**src/rtl/bram_test_pkg.sv**
```systemverilog
// Shared types and helpers for the block RAM test sequencer: state encoding,
// default geometry and the address-derived data pattern.
package bram_test_pkg;

  localparam int          DEF_ADDR_W       = 10;
  localparam int          DEF_DATA_W       = 16;
  localparam logic [15:0] DEF_PATTERN_SEED = 16'hA5C3;

  typedef enum logic [2:0] {
    ST_IDLE,
    ST_SYNC,
    ST_WRITE,
    ST_READ,
    ST_DRAIN,
    ST_DONE
  } seq_state_e;

  // Pattern is computed 32 bits wide so any DATA_W up to 32 can truncate it.
  function automatic logic [31:0] pattern_f(input logic [31:0] addr,
                                            input logic [31:0] seed);
    return addr ^ seed;
  endfunction

endpackage

```
**src/rtl/bram_test_chk_pipe.sv**
```systemverilog
// Valid+address delay line that lines up each issued read address with the
// RAM's read data; free-running so it drains even while clk_en is low.
module bram_test_chk_pipe #(
  parameter int ADDR_W = 10,
  parameter int STAGES = 2
) (
  input  logic              clk,
  input  logic              rst_n,
  input  logic              push_valid_i,
  input  logic [ADDR_W-1:0] push_addr_i,
  output logic              out_valid_o,
  output logic [ADDR_W-1:0] out_addr_o,
  output logic              empty_o
);

  logic [STAGES-1:0] valid_q;
  logic [ADDR_W-1:0] addr_q [STAGES];

  always_ff @(posedge clk or negedge rst_n) begin
    if (!rst_n) begin
      valid_q <= '0;
      for (int i = 0; i < STAGES; i++) addr_q[i] <= '0;
    end else begin
      valid_q[0] <= push_valid_i;
      addr_q[0]  <= push_addr_i;
      for (int i = 1; i < STAGES; i++) begin
        valid_q[i] <= valid_q[i-1];
        addr_q[i]  <= addr_q[i-1];
      end
    end
  end

  assign out_valid_o = valid_q[STAGES-1];
  assign out_addr_o  = addr_q[STAGES-1];
  assign empty_o     = ~|valid_q;

endmodule

```
**src/rtl/bram_test_seq.sv**
```systemverilog
// Write-then-readback test sequencer driven by the shared address counter.
// Optional BRAM_TEST_SEQ_INJECT_EN adds inject_err to corrupt one written word.
module bram_test_seq
  import bram_test_pkg::*;
#(
  parameter int                ADDR_W       = DEF_ADDR_W,
  parameter int                DATA_W       = DEF_DATA_W,
  parameter logic [DATA_W-1:0] PATTERN_SEED = DATA_W'(DEF_PATTERN_SEED),
  parameter int                READ_LAT     = 1,
  parameter int                ERR_W        = 8
) (
  input  logic              clk,
  input  logic              rst_n,
  input  logic              clk_en,
  input  logic              start,
`ifdef BRAM_TEST_SEQ_INJECT_EN
  input  logic              inject_err,
`endif
  input  logic [ADDR_W-1:0] addr_in,
  output logic              wr_en,
  output logic [ADDR_W-1:0] wr_addr,
  output logic [DATA_W-1:0] wr_data,
  output logic              rd_en,
  output logic [ADDR_W-1:0] rd_addr,
  input  logic [DATA_W-1:0] rd_data,
  output logic              busy,
  output logic              done,
  output logic              pass,
  output logic [ERR_W-1:0]  err_count,
  output logic [ADDR_W-1:0] first_err_addr
);

  localparam logic [ADDR_W-1:0] LAST_ADDR = '1;

  seq_state_e        state_q;
  logic              wrEn_q, rdEn_q, busy_q, done_q, pass_q;
  logic [ADDR_W-1:0] wrAddr_q, rdAddr_q, firstErr_q, firstErr_d;
  logic [DATA_W-1:0] wrData_q;
  logic [ERR_W-1:0]  errCount_q, errCount_d;

  logic              pushValid, pipeValid, pipeEmpty, mismatch;
  logic [ADDR_W-1:0] pipeAddr;
  logic [DATA_W-1:0] wrPat, chkPat, wrDataNext;

  assign wrPat  = DATA_W'(pattern_f(32'(addr_in), 32'(PATTERN_SEED)));
  assign chkPat = DATA_W'(pattern_f(32'(pipeAddr), 32'(PATTERN_SEED)));

  assign pushValid = (state_q == ST_READ) && clk_en;

  bram_test_chk_pipe #(
    .ADDR_W (ADDR_W),
    .STAGES (READ_LAT + 1)
  ) u_chk_pipe (
    .clk          (clk),
    .rst_n        (rst_n),
    .push_valid_i (pushValid),
    .push_addr_i  (addr_in),
    .out_valid_o  (pipeValid),
    .out_addr_o   (pipeAddr),
    .empty_o      (pipeEmpty)
  );

  assign mismatch = pipeValid && (rd_data != chkPat);

  // Only the first mismatch of a run latches its address; the count saturates.
  always_comb begin
    errCount_d = errCount_q;
    firstErr_d = firstErr_q;
    if (mismatch) begin
      if (errCount_q != '1) errCount_d = errCount_q + ERR_W'(1);
      if (errCount_q == '0) firstErr_d = pipeAddr;
    end
  end

`ifdef BRAM_TEST_SEQ_INJECT_EN
  logic injArm_q;
  logic writeNow;

  assign writeNow = clk_en && ((state_q == ST_SYNC && addr_in == '0) || state_q == ST_WRITE);

  // A pulse arriving on the consuming edge re-arms for the following write.
  always_ff @(posedge clk or negedge rst_n) begin
    if (!rst_n)          injArm_q <= 1'b0;
    else if (inject_err) injArm_q <= 1'b1;
    else if (writeNow)   injArm_q <= 1'b0;
  end

  assign wrDataNext = wrPat ^ DATA_W'(injArm_q);
`else
  assign wrDataNext = wrPat;
`endif

  always_ff @(posedge clk or negedge rst_n) begin
    if (!rst_n) begin
      state_q    <= ST_IDLE;
      wrEn_q     <= 1'b0;
      wrAddr_q   <= '0;
      wrData_q   <= '0;
      rdEn_q     <= 1'b0;
      rdAddr_q   <= '0;
      busy_q     <= 1'b0;
      done_q     <= 1'b0;
      pass_q     <= 1'b0;
      errCount_q <= '0;
      firstErr_q <= '0;
    end else begin
      wrEn_q     <= 1'b0;
      rdEn_q     <= 1'b0;
      errCount_q <= errCount_d;
      firstErr_q <= firstErr_d;
      case (state_q)
        ST_IDLE, ST_DONE: begin
          if (start) begin
            state_q    <= ST_SYNC;
            busy_q     <= 1'b1;
            done_q     <= 1'b0;
            pass_q     <= 1'b0;
            errCount_q <= '0;
            firstErr_q <= '0;
          end
        end
        ST_SYNC: begin
          if (clk_en && addr_in == '0) begin
            state_q  <= ST_WRITE;
            wrEn_q   <= 1'b1;
            wrAddr_q <= addr_in;
            wrData_q <= wrDataNext;
          end
        end
        ST_WRITE: begin
          if (clk_en) begin
            wrEn_q   <= 1'b1;
            wrAddr_q <= addr_in;
            wrData_q <= wrDataNext;
            if (addr_in == LAST_ADDR) state_q <= ST_READ;
          end
        end
        ST_READ: begin
          if (clk_en) begin
            rdEn_q   <= 1'b1;
            rdAddr_q <= addr_in;
            if (addr_in == LAST_ADDR) state_q <= ST_DRAIN;
          end
        end
        ST_DRAIN: begin
          if (pipeEmpty) begin
            state_q <= ST_DONE;
            busy_q  <= 1'b0;
            done_q  <= 1'b1;
            pass_q  <= (errCount_q == '0);
          end
        end
        default: state_q <= ST_IDLE;
      endcase
    end
  end

  assign wr_en          = wrEn_q;
  assign wr_addr        = wrAddr_q;
  assign wr_data        = wrData_q;
  assign rd_en          = rdEn_q;
  assign rd_addr        = rdAddr_q;
  assign busy           = busy_q;
  assign done           = done_q;
  assign pass           = pass_q;
  assign err_count      = errCount_q;
  assign first_err_addr = firstErr_q;

endmodule
```
**config.mk**
```make
export PLATFORM = sky130hd
export DESIGN_NAME = bram_test_seq
export DESIGN_NICKNAME = d
export VERILOG_FILES = /design/src/rtl/bram_test_pkg.sv /design/src/rtl/bram_test_chk_pipe.sv /design/src/rtl/bram_test_seq.sv
export SDC_FILE = /design/constraint.sdc
export NUM_CORES = 1
export LEC_CHECK = 0
export BUFFER_PORTS_ARGS = -buffer_cell sky130_fd_sc_hd__buf_2
export CAP_MARGIN = 25
export CORE_ASPECT_RATIO = 0.8
export CORE_UTILIZATION = 58
export CTS_BUF_LIST = sky130_fd_sc_hd__clkbuf_4 sky130_fd_sc_hd__clkbuf_8
export DETAILED_ROUTE_END_ITERATION = 12
export PLACE_DENSITY = 0.94
export RECOVER_POWER = 25
export SLEW_MARGIN = 20
export SYNTH_ARGS = -nofsm -noshare
export SYNTH_HDL_FRONTEND = slang
export SYNTH_SLANG_ARGS = --single-unit
export TNS_END_PERCENT = 5
```
**constraint.sdc**
```tcl
create_clock -name clk -period 6.6 [get_ports clk]
set_clock_uncertainty 0.15 [all_clocks]
set_input_delay 1.98 -clock clk [delete_from_list [all_inputs] [get_ports clk]]
set_output_delay 1.98 -clock clk [all_outputs]
set_load 0.02 [all_outputs]
```
* Yosys cells after proc, flatten, opt, wreduce, memory -nomap -nowiden *
Cells that the tools add are included.

operators by class
  add/subtract/negate cells = 1
  equal/unequal tests = 15
  mux-type cells = 34
  bitwise operators = 2
  reduce and logical (&&, ||, !) cells = 14

operator list
  kind                    number
  $mux W10                6
  $mux W16                2
  $mux W8                 4
  $pmux W16 S2            1
  $mux W3                 7
  $pmux W10 S2            1
  $ne A16 B16 Y1          1
  $not A5 Y8              2
  $pmux W3 S5             1
  $ne A2 B2 Y1 const B    6
  $eq A10 B10 Y1 const B  1
  $logic_not A10 Y1       1
  $add A8 B1 Y8 const B   1
  $logic_not A8 Y1        1
  $mux W1                 8
  $ne A8 B8 Y1 const B    1
  $pmux W1 S2             4
  $reduce_and A7 Y1       1
  $eq A3 B2 Y1 const B    2
  $eq A3 B3 Y1 const B    2
  $reduce_and A3 Y1       2
  $reduce_bool A2 Y1      2
  $reduce_or A2 Y1        2
  $eq A3 B1 Y1 const B    1
  4 further kinds         6

storage, ports and cells
  register bits after elaboration = 84
  input port bits = 30
  word-level logic and storage cells = 80

* Depth between registers and ports, before layout *
Gate-level depths: netlist (run 1).

  depth in word-level cells = 6
  gate-level depth with buffers = 7
  mapped depth without buffers = 7

* Cells and area by module *
A second synthesis (run 1) with hierarchy kept.

unflattened totals
  cells, all modules = 284
  area total of the unflattened synthesis = 3170.5 sq um

by module, submodules not included
  module              instances  cells an instance  area an instance (sq um)  sequential area each (sq um)
  bram_test_seq       1          251                2541.2                    1301.2
  bram_test_chk_pipe  1          33                 629.4                     550.5

* Worst setup path after synthesis (run 1) *
Ideal clock, no wire load.

  path kind = input to register
  from = input addr_in[4]
  to = register wrAddr_q[7], in the netlist wr_addr[7]
  arrival time = 3.740 ns
  required time = 6.325 ns
  path slack = 2.585 ns
  cell stages on the path = 6
  path buffers = 1
  cell sequence = or4_1 > nor4_2 > a21oi_2 > nor3b_4 > buf_8 > mux2_4

on the way
  cells in the longest elaborated chain, start to end = 4

RTL lines
  what                                RTL line              source
  start, declared                     bram_test_seq.sv:19   input logic [ADDR_W-1:0] addr_in,
  $logic_not A10 Y1                   bram_test_seq.sv:123  if (clk_en && addr_in == '0) begin
  $logic_and A1 B1 Y1                 bram_test_seq.sv:123
  $ne A2 B2 Y1 (no source line)       n/a
  $reduce_and A3 Y1 (no source line)  n/a
  end signal, assigned                bram_test_seq.sv:126  wrAddr_q <= addr_in;
  end signal, assigned                bram_test_seq.sv:133  wrAddr_q <= addr_in;
  end, declared                       bram_test_seq.sv:37   logic [ADDR_W-1:0] wrAddr_q, rdAddr_q, firstErr_q, firstErr_d;

No other way between the ends.
A chain may end at the register's enable or synchronous reset.

* Worst setup path after layout (run 1) *
  from = input addr_in[4]
  to = register wrAddr_q[5], in the netlist wr_addr[5]

Same word-level chain as after synthesis.

==> results of run 1 <==
cell usage after synthesis, drive strengths merged, types with 2 or more instances:
cell     n
or4b     2
nor2b    5
buf     12
or3      3
xor2     5
clkbuf   7
nor3     3
xnor2    5
nor3b    2
or4      6
ha       2
nor2     3
dfrtp   73
o31ai    6
mux2    20
a21oi   20
nand2   13
nand3   18
nand4    6
a211oi   2
mux2i    5
o21ai    2
o311ai   2
nor4     4
inv     14
path summary, 6_finish.rpt:
path,start,endpoint,slack [ns]
setup reg to reg,err_count[0]$_DFF_PN0_,first_err_addr[9]$_DFF_PN0_,4.05
hold reg to reg,u_chk_pipe.addr_q[14]$_DFF_PN0_,u_chk_pipe.out_addr_o[4]$_DFF_PN0_,0.20
max in group asynchronous,rst_n,wr_addr[7]$_DFFE_PN0P_,4.12
min in group asynchronous,rst_n,err_count[0]$_DFF_PN0_,1.61
hold / removal,u_chk_pipe.addr_q[14]$_DFF_PN0_,u_chk_pipe.out_addr_o[4]$_DFF_PN0_,0.20
setup / recovery,addr_in[4],wr_addr[5]$_DFFE_PN0P_,2.41
layer usage:
layer | share of wire | track usage | vias to the layer above
met2 | 0.45 | 0.359 | 98
met5 | 0 | 0 | -
met3 | 0.079 | 0.0807 | 10
met4 | 0.014 | 0.0805 | 0
met1 | 0.46 | 0.322 | 1086
li1 | - | - | 1063
final cells by class:
cell class,count,area (um^2)
sequential,73,1830
fill,373,1360
multi-input combinational,150,1100
timing repair buffer,88,435
clock buffer,13,154
tap,62,77.6
clock inverter,3,65.1
inverter,14,52.6
metrics by stage:
step,std cells,setup slack (ns),total power [mW],util
2_1_floorplan,256,2.58,1.20,-
3_3_place_gp,386,2.15,1.38,0.689
3_5_place_dp,387,2.06,1.41,0.691
4_1_cts,403,2.43,1.79,0.734
5_1_grt,403,2.23,1.89,0.732
6_report,403,2.41,1.78,0.732
where the power goes:
group          switching [mW]  internal [mW]  total (mW)
Sequential              0.108          0.593       0.701
Combinational           0.428          0.275       0.703
Clock                   0.147          0.230       0.376
state kept, by name, indices dropped and copies added, names as in the netlist, 3 cells and up:
register and flops:
wr_data 7, state_q 3, rd_addr 10, wr_addr 9, first_err_addr 10, u_chk_pipe.out_addr_o 10, err_count 8, u_chk_pipe.addr_q 10
critical path: stages:
cell and delay [ns]:
clkbuf_1 0.14, or4_1 0.56, nor4_2 0.31, a21oi_2 0.11, nor3b_4 0.73, mux2_2 0.42
kinds of logic after synthesis:
logic type                 after synthesis  synth area share
xor gates and xnor gates                10            0.0284
muxes                                   25            0.0929
buffers and inverters                   33            0.0564
DFF                                     73             0.592
other                                    1           0.00122
AOI/OAI and AO/OA                       40            0.0840
and+or+nand+nor                         70             0.137
adders and majority gates                2           0.00811
==> report_table.html, run 1 <==
<table>
<tr><th>Metric</th><th>Value</th></tr>
<tr><th colspan="2">Status</th></tr>
<tr><td>Result of the run</td><td>complete, no violations</td></tr>
<tr><th colspan="2">CTS</th></tr>
<tr><td>Cell at the root of the clock tree</td><td>clkbuf_8</td></tr>
<tr><td>Buffer levels on the longest clock path</td><td>2</td></tr>
<tr><td>Total number of clock tree sinks</td><td>73</td></tr>
<tr><td>Number of buffers inserted to repair setup after CTS</td><td>0</td></tr>
<tr><td>Htree depth</td><td>3</td></tr>
<tr><td>Clock network latency to the later pin of the worst-skew pair</td><td>0.33 ns</td></tr>
<tr><td>Inserted Clock Buffers</td><td>9</td></tr>
<tr><td>Worst-path clk slew</td><td>0.07 ns</td></tr>
<tr><td>CTS Hold Bufs</td><td>0</td></tr>
<tr><td>CTS tree</td><td>built</td></tr>
<tr><td>Total of cells resized after clock tree synthesis</td><td>0</td></tr>
<tr><th colspan="2">Critical path</th></tr>
<tr><td>Endpoint arrival time on the critical path</td><td>4.26 ns</td></tr>
<tr><td>Number of cell instances on the worst register-to-register path</td><td>9</td></tr>
<tr><td>Maximum fanout along the worst path</td><td>17</td></tr>
<tr><td>Category of the most critical setup path</td><td>in2reg</td></tr>
<tr><td>Worst endpoint required time</td><td>6.67 ns</td></tr>
<tr><td>Kind of launch point of the worst setup path</td><td>primary input</td></tr>
<tr><td>Endpoint type of the worst setup path</td><td>register</td></tr>
<tr><th colspan="2">Place</th></tr>
<tr><td>Final RePlAce weighted congestion</td><td>0.793</td></tr>
<tr><td>Total half-perimeter wirelength after legalization and detailed placement</td><td>4440 um</td></tr>
<tr><td>Number of input and output port buffers inserted</td><td>85</td></tr>
<tr><td>Placed cell areas</td><td>3500 um^2</td></tr>
<tr><th colspan="2">Power and ir drop</th></tr>
<tr><td>Cell area power density</td><td>480 nW/um^2</td></tr>
<tr><td>Leak pwr</td><td>1.73 nW</td></tr>
<tr><td>Worst voltage drop across the vdd grid</td><td>0.000334 V</td></tr>
<tr><th colspan="2">Route</th></tr>
<tr><td>Detail-routed via count per cell</td><td>5.60</td></tr>
<tr><td>Count of vias placed by the detailed router</td><td>2257</td></tr>
<tr><td>Total Wirelength</td><td>6190 um</td></tr>
<tr><td>Number of DRC markers after the initial detailed-route iteration</td><td>126</td></tr>
<tr><td>Post-DRT Antenna Nets</td><td>0</td></tr>
<tr><td>Average routed wire per standard cell</td><td>15.4 um</td></tr>
<tr><td>DRC violation count after routing</td><td>0</td></tr>
<tr><td>Number of iterations in the first detailed-routing pass</td><td>4</td></tr>
<tr><th colspan="2">Floorplan</th></tr>
<tr><td>Row count</td><td>23</td></tr>
<tr><td>Horizontal die dimension</td><td>83.5 um</td></tr>
<tr><td>Vertical extent of the die</td><td>67.2 um</td></tr>
<tr><td>Starting Density</td><td>0.609</td></tr>
<tr><td>Die Area</td><td>5620 um^2</td></tr>
<tr><td>Core Area</td><td>5060 um^2</td></tr>
<tr><td>Number of I/O pins</td><td>89</td></tr>
<tr><th colspan="2">Finish</th></tr>
<tr><td>Leading cell type in the layout, fill and taps excluded</td><td>buf_2</td></tr>
<tr><td>Nets</td><td>368</td></tr>
<tr><td>Synthesis-to-finish area growth</td><td>20.2%</td></tr>
<tr><td>Count of inserted antenna diode cells</td><td>0</td></tr>
<tr><td>Design area</td><td>3710 um^2</td></tr>
<tr><td>Share of final-layout standard cells stronger than drive strength 1</td><td>0.364</td></tr>
<tr><td>Most frequent cells in the layout</td><td>buf_2 (75), dfrtp_1 (73), a21oi_1 (19), nand3_1 (18), mux2_2 (17)</td></tr>
<tr><th colspan="2">Global routing</th></tr>
<tr><td>Global-route wire length before repair</td><td>10000 um</td></tr>
<tr><td>Maximum number of pins on one net before global-route repair</td><td>74</td></tr>
<tr><td>Number of antenna violations at the first check in global routing</td><td>0</td></tr>
<tr><td>Vias in the first global route</td><td>2102</td></tr>
<tr><td>Combined global-route utilization of all metal layers</td><td>0.235</td></tr>
<tr><td>Total global routing overflow</td><td>0</td></tr>
<tr><th colspan="2">Yosys</th></tr>
<tr><td>Post-synthesis cell type with the largest combined area</td><td>dfrtp_1</td></tr>
<tr><td>Cell count after synthesis</td><td>254</td></tr>
<tr><td>Portion of the post-synthesis area used by sequential elements</td><td>0.592</td></tr>
<tr><td>Post-synth EDFFs</td><td>0</td></tr>
<tr><td>Number of storage elements in the synthesis netlist</td><td>73</td></tr>
<tr><td>Syn. warnings</td><td>0</td></tr>
<tr><td>Mapped Area</td><td>3080 um^2</td></tr>
<tr><td>Distinct cell type count of the synthesized netlist</td><td>46</td></tr>
<tr><td>Dominant register cell in the synthesized netlist</td><td>dfrtp_1</td></tr>
<tr><td>Yosys top cell area share</td><td>0.592</td></tr>
<tr><td>Most area-consuming cells after synthesis</td><td>dfrtp_1 (59%), mux2_2 (6.2%), a21oi_1 (3.1%)</td></tr>
<tr><td>Ys async rst share</td><td>1.00</td></tr>
<tr><td>Synthesized area divided by synthesized cell count</td><td>12.1 um^2</td></tr>
<tr><th colspan="2">STA</th></tr>
<tr><td>Final slew viol count</td><td>0</td></tr>
<tr><td>Final hold viol count</td><td>0</td></tr>
<tr><td>Worst slew slack as a fraction of its limit</td><td>0.386</td></tr>
<tr><td>Min Clock Period, post-route</td><td>4.19 ns</td></tr>
<tr><td>Final worst hold slack</td><td>0.199 ns</td></tr>
<tr><td>Max Fclk</td><td>239 MHz</td></tr>
<tr><td>Setup repair after global routing missed its margin</td><td>false</td></tr>
<tr><td>Setup TNS Final</td><td>0 ns</td></tr>
<tr><td>Final number of setup-violating endpoints</td><td>0</td></tr>
<tr><td>Worst Tran Pin Value</td><td>0.914 ns</td></tr>
<tr><td>Portion of the clock cycle consumed by the worst path in the final layout</td><td>0.635</td></tr>
<tr><th colspan="2">Worst hold path</th></tr>
<tr><td>Type of the worst min-delay path</td><td>reg2reg</td></tr>
<tr><td>Cell depth of the worst min-delay path</td><td>0</td></tr>
<tr><th colspan="2">Job</th></tr>
<tr><td>Total of max-cap violations</td><td>0</td></tr>
</table>
Note: power is estimated with default switching activity, not from simulation.
==> run 2: changes to the inputs <==
--- a/config.mk
+++ b/config.mk
@@ -5,13 +5,14 @@
 export SDC_FILE = /design/constraint.sdc
 export NUM_CORES = 1
 export LEC_CHECK = 0
+export ABC_AREA = 1
 export BUFFER_PORTS_ARGS = -buffer_cell sky130_fd_sc_hd__buf_2
 export CAP_MARGIN = 25
 export CORE_ASPECT_RATIO = 0.8
-export CORE_UTILIZATION = 58
+export CORE_UTILIZATION = 49
 export CTS_BUF_LIST = sky130_fd_sc_hd__clkbuf_4 sky130_fd_sc_hd__clkbuf_8
 export DETAILED_ROUTE_END_ITERATION = 12
-export PLACE_DENSITY = 0.94
+export PLACE_DENSITY = 0.84
 export RECOVER_POWER = 25
 export SLEW_MARGIN = 20
 export SYNTH_ARGS = -nofsm -noshare
==> constraint.sdc (replaced) <==
create_clock -name clk -period 3.4 [get_ports clk]
set_clock_uncertainty 0.15 [all_clocks]
set_input_delay 1.02 -clock clk [delete_from_list [all_inputs] [get_ports clk]]
set_output_delay 1.02 -clock clk [all_outputs]
set_load 0.02 [all_outputs]
==> report_table.html, run 2 <==
<table>
<tr><th>Metric</th><th>Value</th></tr>
<tr><th colspan="2">CTS</th></tr>
<tr><td>Cell at the root of the clock tree</td><td>clkbuf_8</td></tr>
<tr><td>Buffer levels on the longest clock path</td><td>2</td></tr>
<tr><td>Number of buffers inserted to repair setup after CTS</td><td>0</td></tr>
<tr><td>Total number of clock tree sinks</td><td>73</td></tr>
<tr><td>CTS Hold Bufs</td><td>0</td></tr>
<tr><td>Htree depth</td><td>3</td></tr>
<tr><td>Total of cells resized after clock tree synthesis</td><td>0</td></tr>
<tr><td>Inserted Clock Buffers</td><td>9</td></tr>
<tr><td>Worst-path clk slew</td><td>0.08 ns</td></tr>
<tr><td>Clock network latency to the later pin of the worst-skew pair</td><td>0.35 ns</td></tr>
<tr><td>CTS tree</td><td>built</td></tr>
<tr><th colspan="2">Finish</th></tr>
<tr><td>Count of inserted antenna diode cells</td><td>0</td></tr>
<tr><td>Most frequent cells in the layout</td><td>nand2_1 (107), buf_2 (74), dfrtp_1 (73), nor2_1 (62), inv_1 (55)</td></tr>
<tr><td>Synthesis-to-finish area growth</td><td>17.8%</td></tr>
<tr><td>Filler-free cell count of the finished design</td><td>563</td></tr>
<tr><td>Leading cell type in the layout, fill and taps excluded</td><td>nand2_1</td></tr>
<tr><td>Number of filler cells placed in the layout</td><td>608</td></tr>
<tr><td>Nets</td><td>506</td></tr>
<tr><td>Share of final-layout standard cells stronger than drive strength 1</td><td>0.240</td></tr>
<tr><th colspan="2">Floorplan</th></tr>
<tr><td>Die Area</td><td>7080 um^2</td></tr>
<tr><td>Number of I/O pins</td><td>89</td></tr>
<tr><td>Vertical extent of the die</td><td>75.5 um</td></tr>
<tr><td>Row count</td><td>26</td></tr>
<tr><td>Starting Density</td><td>0.513</td></tr>
<tr><td>Core Area</td><td>6440 um^2</td></tr>
<tr><td>Horizontal die dimension</td><td>93.8 um</td></tr>
<tr><th colspan="2">Yosys</th></tr>
<tr><td>Cell count after synthesis</td><td>392</td></tr>
<tr><td>Yosys top cell area share</td><td>0.553</td></tr>
<tr><td>Portion of the post-synthesis area used by sequential elements</td><td>0.553</td></tr>
<tr><td>Most area-consuming cells after synthesis</td><td>dfrtp_1 (55%), nand2_1 (12%), nor2_1 (6.9%)</td></tr>
<tr><td>Post-synthesis cell type with the largest combined area</td><td>dfrtp_1</td></tr>
<tr><td>Synthesized area divided by synthesized cell count</td><td>8.43 um^2</td></tr>
<tr><td>Number of storage elements in the synthesis netlist</td><td>73</td></tr>
<tr><td>Most used standard cell by instance count after synthesis</td><td>nand2_1</td></tr>
<tr><td>Post-synth EDFFs</td><td>0</td></tr>
<tr><td>Post-synth top cells</td><td>nand2_1 (107), dfrtp_1 (73), nor2_1 (61)</td></tr>
<tr><td>Ys async rst share</td><td>1.00</td></tr>
<tr><td>Mapped Area</td><td>3300 um^2</td></tr>
<tr><td>Distinct cell type count of the synthesized netlist</td><td>29</td></tr>
<tr><td>Syn. warnings</td><td>0</td></tr>
<tr><td>Dominant register cell in the synthesized netlist</td><td>dfrtp_1</td></tr>
<tr><th colspan="2">Route</th></tr>
<tr><td>Average routed wire per standard cell</td><td>12.0 um</td></tr>
<tr><td>Count of vias placed by the detailed router</td><td>2709</td></tr>
<tr><td>Total Wirelength</td><td>6740 um</td></tr>
<tr><td>Detail-routed via count per cell</td><td>4.81</td></tr>
<tr><td>Number of iterations in the first detailed-routing pass</td><td>4</td></tr>
<tr><td>Number of DRC markers after the initial detailed-route iteration</td><td>124</td></tr>
<tr><td>Post-DRT Antenna Nets</td><td>0</td></tr>
<tr><td>DRC violation count after routing</td><td>0</td></tr>
<tr><th colspan="2">Critical path</th></tr>
<tr><td>Kind of cell with the highest combined delay on the critical path</td><td>buffers and inverters</td></tr>
<tr><td>Worst endpoint required time</td><td>3.39 ns</td></tr>
<tr><td>Critical path buffers and inverters</td><td>2</td></tr>
<tr><td>Endpoint type of the worst setup path</td><td>asynchronous set/reset pin</td></tr>
<tr><td>Slowest cell delay on critical path</td><td>1.20 ns</td></tr>
<tr><td>Kind of launch point of the worst setup path</td><td>primary input</td></tr>
<tr><td>Cells along the critical path</td><td>buf_2, clkbuf_2</td></tr>
<tr><td>Endpoint arrival time on the critical path</td><td>2.38 ns</td></tr>
<tr><td>Maximum fanout along the worst path</td><td>73</td></tr>
<tr><td>Category of the most critical setup path</td><td>in2async</td></tr>
<tr><td>R2r setup slk</td><td>1.37 ns</td></tr>
<tr><td>Master of the slowest instance on the critical path</td><td>clkbuf_2</td></tr>
<tr><th colspan="2">Global routing</th></tr>
<tr><td>Total global routing overflow</td><td>0</td></tr>
<tr><td>Global-route wire length before repair</td><td>11100 um</td></tr>
<tr><td>Combined global-route utilization of all metal layers</td><td>0.212</td></tr>
<tr><td>Maximum number of pins on one net before global-route repair</td><td>74</td></tr>
<tr><td>Vias in the first global route</td><td>2476</td></tr>
<tr><td>Number of antenna violations at the first check in global routing</td><td>0</td></tr>
<tr><th colspan="2">STA</th></tr>
<tr><td>Worst Tran Pin Value</td><td>1.73 ns</td></tr>
<tr><td>Setup repair after global routing missed its margin</td><td>false</td></tr>
<tr><td>Final number of setup-violating endpoints</td><td>0</td></tr>
<tr><td>Max Fclk</td><td>418 MHz</td></tr>
<tr><td>Portion of the clock cycle consumed by the worst path in the final layout</td><td>0.703</td></tr>
<tr><td>Setup TNS Final</td><td>0 ns</td></tr>
<tr><td>Worst slew slack as a fraction of its limit</td><td>-0.153</td></tr>
<tr><td>Final hold viol count</td><td>0</td></tr>
<tr><td>Min Clock Period, post-route</td><td>2.39 ns</td></tr>
<tr><td>Final slew viol count</td><td>74</td></tr>
<tr><th colspan="2">Power and ir drop</th></tr>
<tr><td>Leak pwr</td><td>2.23 nW</td></tr>
<tr><td>Cell area power density</td><td>810 nW/um^2</td></tr>
<tr><td>Worst voltage drop across the vdd grid</td><td>0.000511 V</td></tr>
<tr><th colspan="2">Place</th></tr>
<tr><td>Total half-perimeter wirelength after legalization and detailed placement</td><td>4900 um</td></tr>
<tr><td>Number of input and output port buffers inserted</td><td>85</td></tr>
<tr><td>Cells after DPL</td><td>547</td></tr>
<tr><td>Final RePlAce weighted congestion</td><td>0.845</td></tr>
<tr><th colspan="2">Status</th></tr>
<tr><td>Result of the run</td><td>finished, violations left</td></tr>
<tr><td>Failing checks</td><td>capacitance limit, slew limit</td></tr>
<tr><th colspan="2">Job</th></tr>
<tr><td>Total of max-cap violations</td><td>1</td></tr>
<tr><th colspan="2">Worst hold path</th></tr>
<tr><td>Type of the worst min-delay path</td><td>reg2reg</td></tr>
</table>
## run 2: logic make-up (layout without fill, tap and decap cells)
group	count (synthesis)	after routing	synth area share
AO/OA/AOI/OAI	38	38	0.0723
buffers and inverters	76	161	0.109
adder cells (fa/ha/maj)	2	2	0.00757
AND/OR/NAND/NOR	201	201	0.255
XOR/XNOR	1	1	0.00265
other	1	3	0.00113
flip-flops	73	73	0.553
## run 2: through the flow
| step | hold WS (ns) | cell area (um^2) | util | setup slack, ns | power (mW) |
|---|---|---|---|---|---|
| after floorplan | 0.181 | 3310 | - | 1.29 | 2.16 |
| after global placement | 0.185 | 3720 | 0.577 | 0.767 | 2.45 |
| after detailed placement | 0.186 | 3720 | 0.577 | 0.663 | 2.50 |
| after CTS | 0.203 | 3920 | 0.608 | 1.02 | 3.19 |
| after global routing | 0.209 | 3890 | 0.605 | 0.631 | 3.37 |
| final | 0.203 | 3890 | 0.605 | 1.01 | 3.15 |
## run 2: worst register-to-register path: stages, from the launching register on
cell     delay, ns
dfrtp_1       0.40
nand2_1       0.08
inv_1         0.04
nor2_1        0.08
nand2_1       0.06
nor2_1        0.12
nand3_2       0.18
nand3_1       0.54
nand2_1       0.13
nand2_1       0.10
nor2_1        0.05
## run 2: final timing paths
check / startpoint / endpoint / cells after the start
max: rst_n / rd_addr[3]$_DFFE_PN0P_ / 2
min: u_chk_pipe.addr_q[15]$_DFF_PN0_ / u_chk_pipe.out_addr_o[5]$_DFF_PN0_ / 0
max reg2reg: u_chk_pipe.out_addr_o[0]$_DFF_PN0_ / first_err_addr[9]$_DFF_PN0_ / 10
min reg2reg: u_chk_pipe.addr_q[15]$_DFF_PN0_ / u_chk_pipe.out_addr_o[5]$_DFF_PN0_ / 0
max in group clk: rd_data[8] / first_err_addr[4]$_DFF_PN0_ / 8
min in group asynchronous: rst_n / first_err_addr[4]$_DFF_PN0_ / 2
## run 2: per-layer routing
layer	part of all wire	GRT usage
met5	0	0
met1	0.47	0.266
met4	0.010	0.0855
met3	0.072	0.0788
met2	0.45	0.337
## run 2: final cells by class
type | instances | area [um^2] | area share
Sequential cell | 73 | 1830 | 0.469
Multi-Input combinational cell | 245 | 1120 | 0.287
Timing Repair Buffer | 86 | 417 | 0.107
Tap cell | 84 | 105 | 0.0270
Inverter | 59 | 226 | 0.0582
Clock buffer | 9 | 124 | 0.0318
Clock inverter | 7 | 76.3 | 0.0196
## run 2: report_power, final
group / total [mW] / switching (mW) / leakage, nW / internal, mW
registers: 1.28 / 0.172 / 0.912 / 1.11
clock network: 0.684 / 0.339 / 0.0966 / 0.345
logic: 1.19 / 0.792 / 1.22 / 0.397
total: 3.15 / 1.30 / 2.23 / 1.85
==> run 3: changes to the inputs <==
--- a/config.mk
+++ b/config.mk
@@ -9,10 +9,10 @@
 export BUFFER_PORTS_ARGS = -buffer_cell sky130_fd_sc_hd__buf_2
 export CAP_MARGIN = 25
 export CORE_ASPECT_RATIO = 0.8
-export CORE_UTILIZATION = 49
+export CORE_UTILIZATION = 54
 export CTS_BUF_LIST = sky130_fd_sc_hd__clkbuf_4 sky130_fd_sc_hd__clkbuf_8
 export DETAILED_ROUTE_END_ITERATION = 12
-export PLACE_DENSITY = 0.84
+export PLACE_DENSITY = 0.88
 export RECOVER_POWER = 25
 export SLEW_MARGIN = 20
 export SYNTH_ARGS = -nofsm -noshare
==> constraint.sdc (replaced) <==
create_clock -name clk -period 2.2 [get_ports clk]
set_clock_uncertainty 0.15 [all_clocks]
set_input_delay 0.66 -clock clk [delete_from_list [all_inputs] [get_ports clk]]
set_output_delay 0.66 -clock clk [all_outputs]
set_load 0.02 [all_outputs]
==> report_table.html, run 3 (synthesis results as in run 2) <==
<table>
<tr><th>Metric</th><th>Value</th></tr>
<tr><th colspan="2">Status</th></tr>
<tr><td>Result of the run</td><td>complete, no violations</td></tr>
<tr><th colspan="2">CTS</th></tr>
<tr><td>Number of buffers inserted to repair setup after CTS</td><td>0</td></tr>
<tr><td>Total of cells resized after clock tree synthesis</td><td>0</td></tr>
<tr><td>CTS tree</td><td>built</td></tr>
<tr><td>Worst-path clk slew</td><td>0.08 ns</td></tr>
<tr><td>Total number of clock tree sinks</td><td>73</td></tr>
<tr><td>Cell at the root of the clock tree</td><td>clkbuf_8</td></tr>
<tr><td>Htree depth</td><td>3</td></tr>
<tr><td>Inserted Clock Buffers</td><td>9</td></tr>
<tr><td>CTS Hold Bufs</td><td>0</td></tr>
<tr><td>Clock network latency to the later pin of the worst-skew pair</td><td>0.34 ns</td></tr>
<tr><td>Buffer levels on the longest clock path</td><td>2</td></tr>
<tr><th colspan="2">Global routing</th></tr>
<tr><td>Maximum number of pins on one net before global-route repair</td><td>31</td></tr>
<tr><td>Vias in the first global route</td><td>2502</td></tr>
<tr><td>Global-route wire length before repair</td><td>11300 um</td></tr>
<tr><td>Combined global-route utilization of all metal layers</td><td>0.240</td></tr>
<tr><td>Total global routing overflow</td><td>0</td></tr>
<tr><td>Number of antenna violations at the first check in global routing</td><td>0</td></tr>
<tr><th colspan="2">Place</th></tr>
<tr><td>Final RePlAce weighted congestion</td><td>0.886</td></tr>
<tr><td>Total half-perimeter wirelength after legalization and detailed placement</td><td>5090 um</td></tr>
<tr><td>Cells after DPL</td><td>549</td></tr>
<tr><td>Number of input and output port buffers inserted</td><td>85</td></tr>
<tr><th colspan="2">Route</th></tr>
<tr><td>Number of DRC markers after the initial detailed-route iteration</td><td>189</td></tr>
<tr><td>Average routed wire per standard cell</td><td>12.1 um</td></tr>
<tr><td>Count of vias placed by the detailed router</td><td>2726</td></tr>
<tr><td>DRC violation count after routing</td><td>0</td></tr>
<tr><td>Total Wirelength</td><td>6840 um</td></tr>
<tr><td>Number of iterations in the first detailed-routing pass</td><td>4</td></tr>
<tr><td>Detail-routed via count per cell</td><td>4.83</td></tr>
<tr><td>Post-DRT Antenna Nets</td><td>0</td></tr>
<tr><th colspan="2">Critical path</th></tr>
<tr><td>Critical path buffers and inverters</td><td>1</td></tr>
<tr><td>Cells along the critical path</td><td>buf_2</td></tr>
<tr><td>Worst endpoint required time</td><td>1.39 ns</td></tr>
<tr><td>Kind of cell with the highest combined delay on the critical path</td><td>flip-flops</td></tr>
<tr><td>Number of cell instances on the worst register-to-register path</td><td>7</td></tr>
<tr><td>Category of the most critical setup path</td><td>reg2out</td></tr>
<tr><td>Master of the slowest instance on the critical path</td><td>dfrtp_1</td></tr>
<tr><td>Endpoint type of the worst setup path</td><td>primary output</td></tr>
<tr><td>Maximum fanout along the worst path</td><td>8</td></tr>
<tr><td>Slowest cell delay on critical path</td><td>0.47 ns</td></tr>
<tr><td>Kind of launch point of the worst setup path</td><td>register</td></tr>
<tr><td>Path length in cells of the critical path</td><td>1</td></tr>
<tr><td>Endpoint arrival time on the critical path</td><td>1.01 ns</td></tr>
<tr><th colspan="2">Floorplan</th></tr>
<tr><td>Number of I/O pins</td><td>89</td></tr>
<tr><td>Starting Density</td><td>0.559</td></tr>
<tr><td>Core Area</td><td>5910 um^2</td></tr>
<tr><td>Horizontal die dimension</td><td>89.5 um</td></tr>
<tr><td>Die Area</td><td>6440 um^2</td></tr>
<tr><td>Row count</td><td>25</td></tr>
<tr><td>Vertical extent of the die</td><td>72.0 um</td></tr>
<tr><th colspan="2">STA</th></tr>
<tr><td>Min Clock Period, post-route</td><td>1.82 ns</td></tr>
<tr><td>Worst slew slack as a fraction of its limit</td><td>0.526</td></tr>
<tr><td>Final hold viol count</td><td>0</td></tr>
<tr><td>Max Fclk</td><td>548 MHz</td></tr>
<tr><td>Setup TNS Final</td><td>0 ns</td></tr>
<tr><td>Portion of the clock cycle consumed by the worst path in the final layout</td><td>0.829</td></tr>
<tr><td>Worst Tran Pin Value</td><td>0.711 ns</td></tr>
<tr><td>Setup repair after global routing missed its margin</td><td>false</td></tr>
<tr><td>Final slew viol count</td><td>0</td></tr>
<tr><td>Final number of setup-violating endpoints</td><td>0</td></tr>
<tr><th colspan="2">Power and ir drop</th></tr>
<tr><td>Leak pwr</td><td>2.24 nW</td></tr>
<tr><td>Worst voltage drop across the vdd grid</td><td>0.000729 V</td></tr>
<tr><td>Cell area power density</td><td>1220 nW/um^2</td></tr>
<tr><th colspan="2">Job</th></tr>
<tr><td>Total of max-cap violations</td><td>0</td></tr>
<tr><th colspan="2">Finish</th></tr>
<tr><td>Share of final-layout standard cells stronger than drive strength 1</td><td>0.251</td></tr>
<tr><td>Most frequent cells in the layout</td><td>nand2_1 (107), buf_2 (76), dfrtp_1 (73), nor2_1 (61), inv_1 (54)</td></tr>
<tr><td>Filler-free cell count of the finished design</td><td>564</td></tr>
<tr><td>Count of inserted antenna diode cells</td><td>0</td></tr>
<tr><td>Number of filler cells placed in the layout</td><td>509</td></tr>
<tr><td>Leading cell type in the layout, fill and taps excluded</td><td>nand2_1</td></tr>
<tr><td>Synthesis-to-finish area growth</td><td>18.3%</td></tr>
<tr><td>Nets</td><td>511</td></tr>
<tr><th colspan="2">Worst hold path</th></tr>
<tr><td>Type of the worst min-delay path</td><td>in2async</td></tr>
</table>
run 3: changes by cell type in the layout (fill, tap and decap cells not counted), sizes merged:
cell and change:
clkinv +2, buf +6, bufinv -1, inv -3
run 3: report_power, final:
group / leakage [nW] / switching [mW] / internal, mW
clock: 0.0815 / 0.479 / 0.413
sequential: 0.912 / 0.268 / 1.71
combinational: 1.25 / 1.25 / 0.632
run 3: worst register-to-register path, cell delays in order (launching register included):
cell	delay, ns
dfrtp_1	0.47
inv_2	0.08
nand2_2	0.08
nand2_1	0.11
a21oi_1	0.18
nand2_1	0.33
inv_1	0.23
nor2_1	0.08
run 3: worst paths after layout:
kind | start | end | slack, ns
worst max register to register | state_q[2]$_DFFE_PN0P_ | err_count[5]$_DFF_PN0_ | 0.39
worst max-delay path | err_count[2]$_DFF_PN0_ | err_count[2] | 0.38
worst min-delay path | rst_n | u_chk_pipe.addr_q[12]$_DFF_PN0_ | 0.09
max in group asynchronous | rst_n | first_err_addr[5]$_DFF_PN0_ | 0.86
min in group clk | u_chk_pipe.addr_q[10]$_DFF_PN0_ | u_chk_pipe.out_addr_o[0]$_DFF_PN0_ | 0.20
worst min register to register | u_chk_pipe.addr_q[10]$_DFF_PN0_ | u_chk_pipe.out_addr_o[0]$_DFF_PN0_ | 0.20
run 3: cell type report:
class / instances / area (um^2) / share of cell area
Sequential cell: 73 / 1830 / 0.467
Multi-Input combinational cell: 245 / 1130 / 0.288
Timing Repair Buffer: 91 / 464 / 0.119
Inverter: 59 / 226 / 0.0579
Clock buffer: 10 / 131 / 0.0336
Tap cell: 81 / 101 / 0.0259
Clock inverter: 5 / 33.8 / 0.00864
run 3: metal layers:
layer | routed length [um] | part of all wire | track usage
met1 | 2980 | 0.44 | 0.306
met2 | 3180 | 0.46 | 0.366
met3 | 574 | 0.084 | 0.0933
met4 | 102 | 0.015 | 0.104
met5 | 0 | 0 | 0
run 3: stage by stage:
stage	setup WS (ns)	area [um^2]	hold WS, ns	util	power, mW
final	0.377	3910	0.0861	0.661	4.76
after global routing	0.174	3910	0.0809	0.661	5.10
after CTS	0.363	3930	0.0727	0.665	4.79
after detailed placement	0.140	3770	0.185	0.637	3.88
after global placement	0.187	3770	0.183	0.637	3.80
after floorplan	0.450	3310	0.181	-	3.34
